===== src/rtl/dispense_pkg.sv =====
// -----------------------------------------------------------------------------
// dispense_pkg
// Shared types and constants for the dispense scheduler slice.
//   state_e        : scheduler FSM states (ST_IDLE, ST_PULSE, ST_GAP)
//   SLOT_*         : bit position of each daily slot inside a compartment's
//                    3-bit mask field {evening, afternoon, morning}
//   SLOTS_PER_COMP : width of one compartment's mask field
//   max2()         : elaboration-time helper for derived widths
// -----------------------------------------------------------------------------
package dispense_pkg;

    typedef enum logic [1:0] {
        ST_IDLE  = 2'd0,
        ST_PULSE = 2'd1,
        ST_GAP   = 2'd2
    } state_e;

    localparam int SLOT_MORNING   = 0;
    localparam int SLOT_AFTERNOON = 1;
    localparam int SLOT_EVENING   = 2;
    localparam int SLOTS_PER_COMP = 3;

    function automatic int max2(input int a, input int b);
        return (a > b) ? a : b;
    endfunction

endpackage


===== src/rtl/dispense_scheduler_if.sv =====
// -----------------------------------------------------------------------------
// dispense_scheduler_if
// Bundles the scheduler's upstream request inputs and downstream actuator
// outputs.
//   morningP/afternoonP/eveningP : single-cycle slot strobes
//   mask      [3*NUM_COMP]       : per-compartment slot enables
//   override  [NUM_COMP]         : manual press levels (rising edge = request)
//   secondP                      : one-cycle strobe per second
//   motor     [NUM_COMP]         : one-hot actuator drive
//   busy, done, done_id, pending, alarm : status outputs
//   dbg_state                    : scheduler FSM state, for observation
// Modports: master = upstream/downstream environment, slave = scheduler.
//
// Signalling: there is no valid/ready pair on this bus. Slot pulses and secondP
// are single-cycle strobes sampled on the rising clock edge, override is a
// level whose rising edge counts once, and done is a one-cycle strobe that
// qualifies done_id in the same cycle; no input is ever back-pressured.
// -----------------------------------------------------------------------------
interface dispense_scheduler_if #(
    parameter int NUM_COMP = 2,
    parameter int IDW      = 1
);
    import dispense_pkg::*;

    logic                    morningP;
    logic                    afternoonP;
    logic                    eveningP;
    logic [3*NUM_COMP-1:0]   mask;
    logic [NUM_COMP-1:0]     override;
    logic                    secondP;

    logic [NUM_COMP-1:0]     motor;
    logic                    busy;
    logic                    done;
    logic [IDW-1:0]          done_id;
    logic [NUM_COMP-1:0]     pending;
    logic                    alarm;
    state_e                  dbg_state;

    modport master (
        output morningP, afternoonP, eveningP, mask, override, secondP,
        input  motor, busy, done, done_id, pending, alarm, dbg_state
    );

    modport slave (
        input  morningP, afternoonP, eveningP, mask, override, secondP,
        output motor, busy, done, done_id, pending, alarm, dbg_state
    );

endinterface


===== src/rtl/dispense_rr_arb.sv =====
// -----------------------------------------------------------------------------
// dispense_rr_arb
// Combinational round-robin pick: first set bit of i_pending searching upward
// from i_last+1, wrapping to bit 0. The pointer itself lives in the scheduler.
//   i_pending [NUM_COMP] : latched requests
//   i_last    [IDW]      : most recently granted compartment
//   o_grant   [IDW]      : selected compartment (0 when none)
//   o_valid              : at least one request pending
// -----------------------------------------------------------------------------
module dispense_rr_arb #(
    parameter int NUM_COMP = 2,
    parameter int IDW      = 1
) (
    input  logic [NUM_COMP-1:0] i_pending,
    input  logic [IDW-1:0]      i_last,
    output logic [IDW-1:0]      o_grant,
    output logic                o_valid
);

    // Two passes instead of a rotate: first the indices above i_last, then
    // (wrap) everything from 0. Descending loops leave the lowest hit in place.
    always_comb begin
        o_grant = '0;
        o_valid = 1'b0;
        for (int c = NUM_COMP - 1; c >= 0; c--) begin
            if (i_pending[c] && (IDW'(c) > i_last)) begin
                o_valid = 1'b1;
                o_grant = IDW'(c);
            end
        end
        if (!o_valid) begin
            for (int c = NUM_COMP - 1; c >= 0; c--) begin
                if (i_pending[c]) begin
                    o_valid = 1'b1;
                    o_grant = IDW'(c);
                end
            end
        end
    end

endmodule


===== src/rtl/dispense_scheduler.sv =====
// -----------------------------------------------------------------------------
// dispense_scheduler
// Latches per-compartment dispense requests (masked slot pulses and override
// rising edges) and serialises them onto one actuator driver: round-robin
// grant, fixed PULSE_CYCLES motor pulse, then GAP_CYCLES of forced idle.
//   clock  : system clock, rising edge
//   resetn : asynchronous active-low reset
//   bus    : dispense_scheduler_if.slave (request inputs, motor/status outputs)
// Optional feature macro DISPENSE_ALARM_EN: when defined, done raises alarm,
// which is held for ALARM_SECS secondP strobes; otherwise alarm is tied low.
// -----------------------------------------------------------------------------
module dispense_scheduler
    import dispense_pkg::*;
#(
    parameter int NUM_COMP     = 2,
    parameter int PULSE_CYCLES = 10000000,
    parameter int GAP_CYCLES   = 1000,
    parameter int ALARM_SECS   = 5
) (
    input  logic              clock,
    input  logic              resetn,
    dispense_scheduler_if.slave bus
);

    localparam int IDW     = (NUM_COMP > 1) ? $clog2(NUM_COMP) : 1;
    localparam int CNT_MAX = max2(PULSE_CYCLES, GAP_CYCLES);
    localparam int CW      = (CNT_MAX < 2) ? 1 : $clog2(CNT_MAX + 1);
    localparam logic [CW-1:0]  PULSE_LOAD = CW'(PULSE_CYCLES - 1);
    localparam logic [CW-1:0]  GAP_LOAD   = CW'((GAP_CYCLES > 0) ? GAP_CYCLES - 1 : 0);
    localparam logic [IDW-1:0] LAST_RST   = IDW'(NUM_COMP - 1);

    state_e                r_state,   w_state_nxt;
    logic [CW-1:0]         r_cnt,     w_cnt_nxt;
    logic [IDW-1:0]        r_last,    w_last_nxt;
    logic [NUM_COMP-1:0]   r_motor,   w_motor_nxt;
    logic                  r_done,    w_done_nxt;
    logic [IDW-1:0]        r_done_id, w_done_id_nxt;
    logic [NUM_COMP-1:0]   r_pending, w_pending_nxt;
    logic [NUM_COMP-1:0]   r_ovr_prev;

    logic [NUM_COMP-1:0]   w_req;
    logic [NUM_COMP-1:0]   w_block;
    logic [NUM_COMP-1:0]   w_clear;
    logic [NUM_COMP-1:0]   w_cur_oh;
    logic [NUM_COMP-1:0]   w_arb_oh;
    logic [IDW-1:0]        w_arb_id;
    logic                  w_arb_valid;

    // r_last doubles as the id of the compartment currently being served.
    dispense_rr_arb #(
        .NUM_COMP (NUM_COMP),
        .IDW      (IDW)
    ) u_arb (
        .i_pending (r_pending),
        .i_last    (r_last),
        .o_grant   (w_arb_id),
        .o_valid   (w_arb_valid)
    );

    always_comb begin
        w_req    = '0;
        w_cur_oh = '0;
        w_arb_oh = '0;
        for (int c = 0; c < NUM_COMP; c++) begin
            w_req[c] = (bus.morningP   & bus.mask[SLOTS_PER_COMP*c + SLOT_MORNING])
                     | (bus.afternoonP & bus.mask[SLOTS_PER_COMP*c + SLOT_AFTERNOON])
                     | (bus.eveningP   & bus.mask[SLOTS_PER_COMP*c + SLOT_EVENING])
                     | (bus.override[c] & ~r_ovr_prev[c]);
            w_cur_oh[c] = (r_last   == IDW'(c));
            w_arb_oh[c] = (w_arb_id == IDW'(c));
        end
    end

    always_comb begin
        w_state_nxt   = r_state;
        w_cnt_nxt     = r_cnt;
        w_last_nxt    = r_last;
        w_motor_nxt   = r_motor;
        w_done_nxt    = 1'b0;
        w_done_id_nxt = r_done_id;
        w_block       = '0;
        w_clear       = '0;
        case (r_state)
            ST_IDLE: begin
                if (w_arb_valid) begin
                    // Clearing wins over a same-cycle request: that request is merged.
                    w_clear     = w_arb_oh;
                    w_last_nxt  = w_arb_id;
                    w_cnt_nxt   = PULSE_LOAD;
                    w_motor_nxt = w_arb_oh;
                    w_state_nxt = ST_PULSE;
                end
            end
            ST_PULSE: begin
                // Requests for the compartment already dispensing are merged.
                w_block = w_cur_oh;
                if (r_cnt == '0) begin
                    w_motor_nxt   = '0;
                    w_done_nxt    = 1'b1;
                    w_done_id_nxt = r_last;
                    if (GAP_CYCLES == 0) begin
                        w_state_nxt = ST_IDLE;
                    end else begin
                        w_state_nxt = ST_GAP;
                        w_cnt_nxt   = GAP_LOAD;
                    end
                end else begin
                    w_cnt_nxt = r_cnt - 1'b1;
                end
            end
            ST_GAP: begin
                w_motor_nxt = '0;
                if (r_cnt == '0) begin
                    w_state_nxt = ST_IDLE;
                end else begin
                    w_cnt_nxt = r_cnt - 1'b1;
                end
            end
            default: begin
                w_state_nxt = ST_IDLE;
                w_motor_nxt = '0;
            end
        endcase
        w_pending_nxt = (r_pending | (w_req & ~w_block)) & ~w_clear;
    end

    always_ff @(posedge clock or negedge resetn) begin
        if (!resetn) begin
            r_state    <= ST_IDLE;
            r_cnt      <= '0;
            r_last     <= LAST_RST;
            r_motor    <= '0;
            r_done     <= 1'b0;
            r_done_id  <= '0;
            r_pending  <= '0;
            r_ovr_prev <= '0;
        end else begin
            r_state    <= w_state_nxt;
            r_cnt      <= w_cnt_nxt;
            r_last     <= w_last_nxt;
            r_motor    <= w_motor_nxt;
            r_done     <= w_done_nxt;
            r_done_id  <= w_done_id_nxt;
            r_pending  <= w_pending_nxt;
            r_ovr_prev <= bus.override;
        end
    end

`ifdef DISPENSE_ALARM_EN
    localparam int SW = (ALARM_SECS < 2) ? 1 : $clog2(ALARM_SECS + 1);

    logic          r_alarm;
    logic [SW-1:0] r_sec_cnt;

    // done has priority over a coincident secondP and restarts the hold.
    always_ff @(posedge clock or negedge resetn) begin
        if (!resetn) begin
            r_alarm   <= 1'b0;
            r_sec_cnt <= '0;
        end else if (r_done) begin
            r_alarm   <= 1'b1;
            r_sec_cnt <= '0;
        end else if (r_alarm && bus.secondP) begin
            if (r_sec_cnt == SW'(ALARM_SECS - 1)) begin
                r_alarm   <= 1'b0;
                r_sec_cnt <= '0;
            end else begin
                r_sec_cnt <= r_sec_cnt + 1'b1;
            end
        end
    end

    assign bus.alarm = r_alarm;
`else
    logic w_unused_second;
    assign w_unused_second = bus.secondP;
    assign bus.alarm       = 1'b0;
`endif

    assign bus.motor     = r_motor;
    assign bus.busy      = (r_state != ST_IDLE);
    assign bus.done      = r_done;
    assign bus.done_id   = r_done_id;
    assign bus.pending   = r_pending;
    assign bus.dbg_state = r_state;

endmodule


===== src/flat_wrapper.sv =====
// flat-port wrapper written by rule: the top's interface ports become plain ports
module dispense_scheduler_flat import dispense_pkg::*;
#(
    parameter int NUM_COMP     = 2,
    parameter int PULSE_CYCLES = 10000000,
    parameter int GAP_CYCLES   = 1000,
    parameter int ALARM_SECS   = 5
)
  (clock, resetn, bus_morningP, bus_afternoonP, bus_eveningP, bus_mask, bus_override, bus_secondP, bus_motor, bus_busy, bus_done, bus_done_id, bus_pending, bus_alarm, bus_dbg_state);
  dispense_scheduler_if #(.NUM_COMP(NUM_COMP), .IDW(1)) bus_i ();
  input  logic clock;
  input  logic resetn;
  input wire logic [$bits(bus_i.morningP)-1:0] bus_morningP;
  input wire logic [$bits(bus_i.afternoonP)-1:0] bus_afternoonP;
  input wire logic [$bits(bus_i.eveningP)-1:0] bus_eveningP;
  input wire logic [$bits(bus_i.mask)-1:0] bus_mask;
  input wire logic [$bits(bus_i.override)-1:0] bus_override;
  input wire logic [$bits(bus_i.secondP)-1:0] bus_secondP;
  output wire logic [$bits(bus_i.motor)-1:0] bus_motor;
  output wire logic [$bits(bus_i.busy)-1:0] bus_busy;
  output wire logic [$bits(bus_i.done)-1:0] bus_done;
  output wire logic [$bits(bus_i.done_id)-1:0] bus_done_id;
  output wire logic [$bits(bus_i.pending)-1:0] bus_pending;
  output wire logic [$bits(bus_i.alarm)-1:0] bus_alarm;
  output wire logic [$bits(bus_i.dbg_state)-1:0] bus_dbg_state;
  assign bus_i.morningP = bus_morningP;
  assign bus_i.afternoonP = bus_afternoonP;
  assign bus_i.eveningP = bus_eveningP;
  assign bus_i.mask = bus_mask;
  assign bus_i.override = bus_override;
  assign bus_i.secondP = bus_secondP;
  assign bus_motor = bus_i.motor;
  assign bus_busy = bus_i.busy;
  assign bus_done = bus_i.done;
  assign bus_done_id = bus_i.done_id;
  assign bus_pending = bus_i.pending;
  assign bus_alarm = bus_i.alarm;
  assign bus_dbg_state = bus_i.dbg_state;
  dispense_scheduler #(.NUM_COMP(NUM_COMP), .PULSE_CYCLES(PULSE_CYCLES), .GAP_CYCLES(GAP_CYCLES), .ALARM_SECS(ALARM_SECS)) u_core (.clock(clock), .resetn(resetn), .bus(bus_i));
endmodule

===== config.mk =====
export PLATFORM = sky130hd
export DESIGN_NAME = dispense_scheduler_flat
export DESIGN_NICKNAME = d
export VERILOG_FILES = /design/src/rtl/dispense_pkg.sv /design/src/rtl/dispense_scheduler_if.sv /design/src/rtl/dispense_rr_arb.sv /design/src/rtl/dispense_scheduler.sv /design/src/flat_wrapper.sv
export SDC_FILE = /design/constraint.sdc
export NUM_CORES = 1
export LEC_CHECK = 0
export CAP_MARGIN = 10
export CELL_PAD_IN_SITES_DETAIL_PLACEMENT = 1
export CELL_PAD_IN_SITES_GLOBAL_PLACEMENT = 1
export CORE_MARGIN = 8
export CORE_UTILIZATION = 35
export DETAILED_ROUTE_END_ITERATION = 12
export PLACE_DENSITY_LB_ADDON = 0.1
export RECOVER_POWER = 25
export SLEW_MARGIN = 0
export SYNTH_ARGS = -nofsm -noshare
export SYNTH_HDL_FRONTEND = slang
export SYNTH_SLANG_ARGS = --single-unit

===== constraint.sdc =====
create_clock -name clock -period 4.1 [get_ports clock]
set_input_delay 0.82 -clock clock [delete_from_list [all_inputs] [get_ports clock]]
set_output_delay 0.82 -clock clock [all_outputs]
set_load 0.01 [all_outputs]

==> metrics.txt, run 1 <==
vias in the first global route 2199; routed via count 2017; power per cell area 250 nW/um2; Hold Path Class register to register; max_slew headroom -31.2%; Yosys cell types 61; Power Total 640 uW; post-layout util 41.1%; top sig layer met4; Skew-Pair Late Insertion Delay 290 ps; fraction of layout cells with a size suffix above 1 11.2%; remaining antenna violation count 0; post-synth top area cell dfrtp_1; Mapped Cells 241; metal2 WL 3090 um; post-CTS setup buffer count 0; antenna diode instance count 0; max_cap viols 1; CP Launch Type register; LEAKAGE 1.03 nW; share of the synthesized area in the top cell type 38.2%; critical path type register to register; H-tree levels 2; sequential share of the synthesized area 39.4%; syn_area_per_cell 9.25 um2; DR DRC count 0; Cell Area, Placed 2480 um2; EDFF count, synth 0; Final GP Congestion 0.743; yosys warns 0; Mapped Nets 261; Final #Nets 279; Vias/cell 5.99; CTS tree yes; met3 WL 153 um; CTS buffer count 5; Final period util 65.3%; Longest Clk Path Bufs 2; largest net degree at the start of global routing 36; top-count cell post-synth dfrtp_1; hold_buf cts 0; Max Fclk 0.373 GHz; most common flop cell mapped by yosys dfrtp_1; status finished, violations left; TritonCTS Sinks 35; worst-margin pin slew 1970 ps; Metal-1 WL 3300 um; Synth area leaders dfrtp_1 (38%), a21oi_1 (5.2%), ha_1 (3.4%), o21ai_1 (3.4%), nor3_1 (2.9%); Post-DP HPWL 4730 um; fin area 2570 um2; I/O Buffers 21; Data arrival, critical path 2860 ps; filler cell count 725; dpl ws 1470 ps; Final Critical Period 2680 ps; placement row count 29; clock skew 7.92 ps; CTS clk-pin slew, worst paths 80 ps; Tot GR Track Use 15.7%; CP required 4280 ps; die width 95.8 um; drt total wl 6630 um; Pins Over Slew Limit 36; area grow syn2layout 15.2%; Final WS setup 1420 ps; Fin. Hold Viols 0; die height 95.8 um; drt initial violations 53; Pre-antenna DRT Iters 4; global route total overflow 0; most frequent cells after synthesis dfrtp_1 (34), a21oi_1 (23), nor2_1 (16), o21ai_1 (15), nand2_1 (14); DR WL/cell 19.7 um; Initial Util 35.7%; root buffer cell clkbuf_8; initial antenna violation count 0; Core Area 6240 um2; Die Area 9180 um2; Post-CTS Resized 0; post-route setup TNS 0 ps; failing checks capacitance limit, slew limit; unrepaired setup endpoints after global routing false; FF+latch count, synth 35; critical path peak fanout 13; Final Setup Violations 0; ys async rst share 100%; synthesized cell area 2230 um2; I/O pins 24; Setup crit end kind register; global-route wire length before repair 11300 um; peak supply drop 0.129 mV
==> worst max-delay path, stage by stage, from the launching register on <==
cell	delay, ps
dfrtp_1	430
inv_1	90
ha_1	310
nor3b_1	220
or2_2	420
a31oi_2	710
o21ai_1	150
a32o_1	240
==> cell families (layout without fill, tap and decap cells) <==
| kind of cell | after synthesis | count (layout) | synth area share (%) |
|---|---|---|---|
| other cells | 1 | 1 | 0.168 |
| simple gates | 85 | 85 | 23.7 |
| compound gates | 90 | 90 | 27.3 |
| fa+ha+maj | 6 | 6 | 3.37 |
| mux | 3 | 3 | 1.63 |
| buf+inv | 21 | 40 | 4.44 |
| flops | 35 | 35 | 39.4 |
==> layout by cell type (no fill, tap or decap), types with 2 or more instances in the layout <==
| master | netlist | final |
|---|---|---|
| clkbuf_1 | 4 | 2 |
| dlygate4sd3_1 | 0 | 2 |
| nor2_1 | 16 | 16 |
| o22ai_1 | 2 | 2 |
| nand4_1 | 3 | 3 |
| nor3b_1 | 3 | 3 |
| or2_2 | 3 | 3 |
| o21a_1 | 3 | 3 |
| o31ai_1 | 6 | 6 |
| nand3b_1 | 3 | 3 |
| inv_1 | 10 | 10 |
| nor4_1 | 4 | 4 |
| a22o_1 | 3 | 3 |
| nor4_4 | 3 | 3 |
| o31a_1 | 2 | 2 |
| clkdlybuf4s50_1 | 0 | 18 |
| o21ai_1 | 15 | 15 |
| nor3_1 | 13 | 13 |
| or4_1 | 4 | 4 |
| a31oi_1 | 5 | 5 |
| and3_1 | 2 | 2 |
| a32o_1 | 2 | 2 |
| o21ai_0 | 9 | 9 |
| or3_1 | 2 | 2 |
| ha_1 | 6 | 6 |
| a22oi_1 | 2 | 2 |
| o41ai_1 | 3 | 3 |
| nand3_1 | 3 | 3 |
| a21oi_1 | 23 | 23 |
| o22a_1 | 3 | 3 |
| nand2b_1 | 3 | 3 |
| nand2_1 | 14 | 14 |
| dfrtp_1 | 34 | 34 |
| clkbuf_8 | 0 | 6 |
==> layer usage <==
layer  track usage [%]  vias to the layer above
met3              2.96                        8
met4              5.12                        0
met5                 0                        -
li1                  -                      958
met1              20.5                     1022
met2              25.4                       29
==> sequential cells by signal, summed over array words and instances, names as in the netlist <==
register and cells:
u_core.r_ovr_prev 2, u_core.bus.motor 2, u_core.r_cnt 24, u_core.bus.dbg_state 2
u_core.bus.done 1, u_core.r_last 1, u_core.bus.done_id 1, u_core.bus.pending 2
==> power breakdown <==
part	switching (mW)	internal (mW)	total, mW
combinational	0.0129	0.0135	0.0263
clock	0.128	0.136	0.264
sequential	0.00207	0.348	0.350
total	0.143	0.497	0.640
==> stage by stage <==
step	cells	hold slack (ps)
detailed placement	329	482
global route	337	530
CTS	337	499
floorplan	241	480
global placement	329	468
finish	337	496
==> area by class of cell <==
| type | instances | area, um2 | area share (%) |
|---|---|---|---|
| Multi-Input combinational cell | 185 | 1250 | 48.8 |
| Timing Repair Buffer | 22 | 211 | 8.24 |
| Clock inverter | 1 | 5.00 | 0.195 |
| Sequential cell | 35 | 877 | 34.2 |
| Inverter | 10 | 37.5 | 1.46 |
| Clock buffer | 7 | 86.3 | 3.36 |
| Tap cell | 77 | 96.3 | 3.75 |
==> final timing paths <==
path / cells after the start / startpoint / to / slack [ps]
max in group asynchronous: 1 / resetn / u_core.r_cnt[13]$_DFFE_PN0P_ / 1890
worst min-delay path: 1 / u_core.bus.done_id$_DFFE_PN0P_ / u_core.bus.done_id$_DFFE_PN0P_ / 500
worst min register to register: 1 / u_core.bus.done_id$_DFFE_PN0P_ / u_core.bus.done_id$_DFFE_PN0P_ / 500
worst max register to register: 7 / u_core.bus.dbg_state[0]$_DFFE_PN0P_ / u_core.r_cnt[23]$_DFFE_PN0P_ / 1420
worst max-delay path: 7 / u_core.bus.dbg_state[0]$_DFFE_PN0P_ / u_core.r_cnt[23]$_DFFE_PN0P_ / 1420
min in group asynchronous: 1 / resetn / u_core.r_ovr_prev[1]$_DFF_PN0_ / 1080
Note: power is estimated with default switching activity, not from simulation.
==> inputs of run 2 (changes only) <==
Clock period 4.1 ns to 2.65 ns, I/O delays scaled along.
==> run 2 against run 1 <==
Effect of this change: core utilization grew 1.3 points; worst hold slack lost 5.8 ps; sequential power grew 55%; largest cell class unchanged; the run still ends with capacitance limit, slew limit left.
==> metrics.txt, run 2 (synthesized netlist as in run 1, its figures left out) <==
placement row count 29 (unchanged); remaining antenna violation count 0 (unchanged); failing checks capacitance limit, slew limit (unchanged); Hold Path Class register to register (unchanged); unrepaired setup endpoints after global routing false (unchanged); LEAKAGE 1.08 nW (was 1.03 nW); TritonCTS Sinks 35 (unchanged); critical path type register to register (unchanged); Pre-antenna DRT Iters 4 (unchanged); Setup crit end kind register (unchanged); Largest delay share family, worst path simple AND/OR/NAND/NOR gates (was compound AO/OA/AOI/OAI gates); Final Critical Period 2380 ps (was 2680 ps); Vias/cell 5.86 (was 5.99); drt initial violations 89 (was 53); worst-margin pin slew 2000 ps (was 1970 ps); Final period util 89.7% (was 65.3%); area grow syn2layout 18.9% (was 15.2%); sequence of cells on the critical path inv_1, ha_1, nor3b_1, or2_2, a31o_2, or4_1, a21oi_1 (was inv_1, ha_1, nor3b_1, or2_2, a31oi_2, o21ai_1, a32o_1); die width 95.8 um (unchanged); Pins Over Slew Limit 36 (unchanged); fraction of layout cells with a size suffix above 1 14.4% (was 11.2%); clock skew 5.76 ps (was 7.92 ps); drt total wl 6650 um (was 6630 um); fin cells 347 (was 337); root buffer cell clkbuf_8 (unchanged); most used cells in the layout excluding fill and tap cells dfrtp_1 (34), a21oi_1 (23), clkdlybuf4s50_1 (18), nor2_1 (16), o21ai_1 (15) (unchanged); Die Area 9180 um2 (unchanged); post-layout util 42.5% (was 41.1%); post-route setup TNS 0 ps (unchanged); CP Launch Type register (unchanged); global route total overflow 0 (unchanged); hold_buf cts 0 (unchanged); Multi-input gate area 1250 um2 (unchanged); Power Total 1.02 mW (was 640 uW); Max Fclk 0.420 GHz (was 0.373 GHz); Cell Area, Placed 2550 um2 (was 2480 um2); Core Area 6240 um2 (unchanged); CP required 2870 ps (was 4280 ps); global-route wire length before repair 11200 um (was 11300 um); H-tree levels 2 (unchanged); area of all sequential standard cells 877 um2 (unchanged); Final WS setup 272 ps (was 1420 ps); post-CTS setup buffer count 0 (unchanged); Longest Clk Path Bufs 2 (unchanged); DR WL/cell 19.2 um (was 19.7 um); dpl ws 275 ps (was 1470 ps); largest net degree at the start of global routing 36 (unchanged); buffers plus inverters on the worst setup path 1 (unchanged); routed via count 2032 (was 2017); DR DRC count 0 (unchanged); filler cell count 744 (was 725); initial antenna violation count 0 (unchanged); max reg flops 24 (unchanged); Data arrival, critical path 2600 ps (was 2860 ps); Hold Worst Slack 490 ps (was 496 ps); I/O pins 24 (unchanged); most common cell after layout, fill and taps aside dfrtp_1 (unchanged); critical path peak fanout 9 (was 13); vias in the first global route 2140 (was 2199); max_cap viols 1 (unchanged); antenna diode instance count 0 (unchanged); CTS clk-pin slew, worst paths 70 ps (was 80 ps); max_slew headroom -33.3% (was -31.2%); I/O Buffers 21 (unchanged); Final GP Congestion 0.775 (was 0.743); status finished, violations left (unchanged); Final Setup Violations 0 (unchanged); largest reg by FF count u_core.r_cnt (unchanged); Final #Nets 289 (was 279); Tot GR Track Use 15.9% (was 15.7%); largest incremental delay on the critical path 510 ps (was 710 ps); Crit-path slowest cell or4_1 (was a31oi_2); Fin. Hold Viols 0 (unchanged); Initial Util 35.7% (unchanged); Post-DP HPWL 4920 um (was 4730 um); fin area 2650 um2 (was 2570 um2); Skew-Pair Late Insertion Delay 290 ps (about the same); Post-CTS Resized 0 (unchanged); CTS tree yes (unchanged); die height 95.8 um (unchanged); Cells after DPL 339 (was 329); power per cell area 385 nW/um2 (was 250 nW/um2); peak supply drop 0.185 mV (was 0.129 mV); CTS buffer count 5 (unchanged)
[run 2: power by group]
group	internal, mW	leakage (nW)	total [mW]	switching, mW
logic	0.0209	0.625	0.0411	0.0202
clock network	0.237	0.0515	0.438	0.200
registers	0.538	0.402	0.541	0.00292
[run 2: worst paths after layout]
| path | from | to | slack [ps] | cells after the start |
|---|---|---|---|---|
| min reg2reg | u_core.bus.done_id$_DFFE_PN0P_ | u_core.bus.done_id$_DFFE_PN0P_ | 490 | 1 |
| max reg2reg | u_core.bus.dbg_state[0]$_DFFE_PN0P_ | u_core.r_cnt[13]$_DFFE_PN0P_ | 270 | 7 |
| max | u_core.bus.dbg_state[0]$_DFFE_PN0P_ | u_core.r_cnt[13]$_DFFE_PN0P_ | 270 | 7 |
| min in group asynchronous | resetn | u_core.r_ovr_prev[1]$_DFF_PN0_ | 800 | 1 |
| min | u_core.bus.done_id$_DFFE_PN0P_ | u_core.bus.done_id$_DFFE_PN0P_ | 490 | 1 |
| max in group asynchronous | resetn | u_core.r_cnt[4]$_DFFE_PN0P_ | 710 | 1 |
[run 2: routing by layer]
| metal | track usage, % | up-vias | routed length (um) |
|---|---|---|---|
| li1 | - | 980 | - |
| met5 | 0 | - | 0 |
| met2 | 26.0 | 30 | 3120 |
| met1 | 19.7 | 1009 | 3180 |
| met4 | 6.40 | 0 | 155 |
| met3 | 3.74 | 13 | 197 |
[run 2: cell type report]
class | count | share of cell area [%]
repair buffers | 32 | 10.8
clock buffers | 8 | 3.78
well taps | 77 | 3.64
flip-flops and latches | 35 | 33.1
inverters | 10 | 1.42
multi-input cells | 185 | 47.3
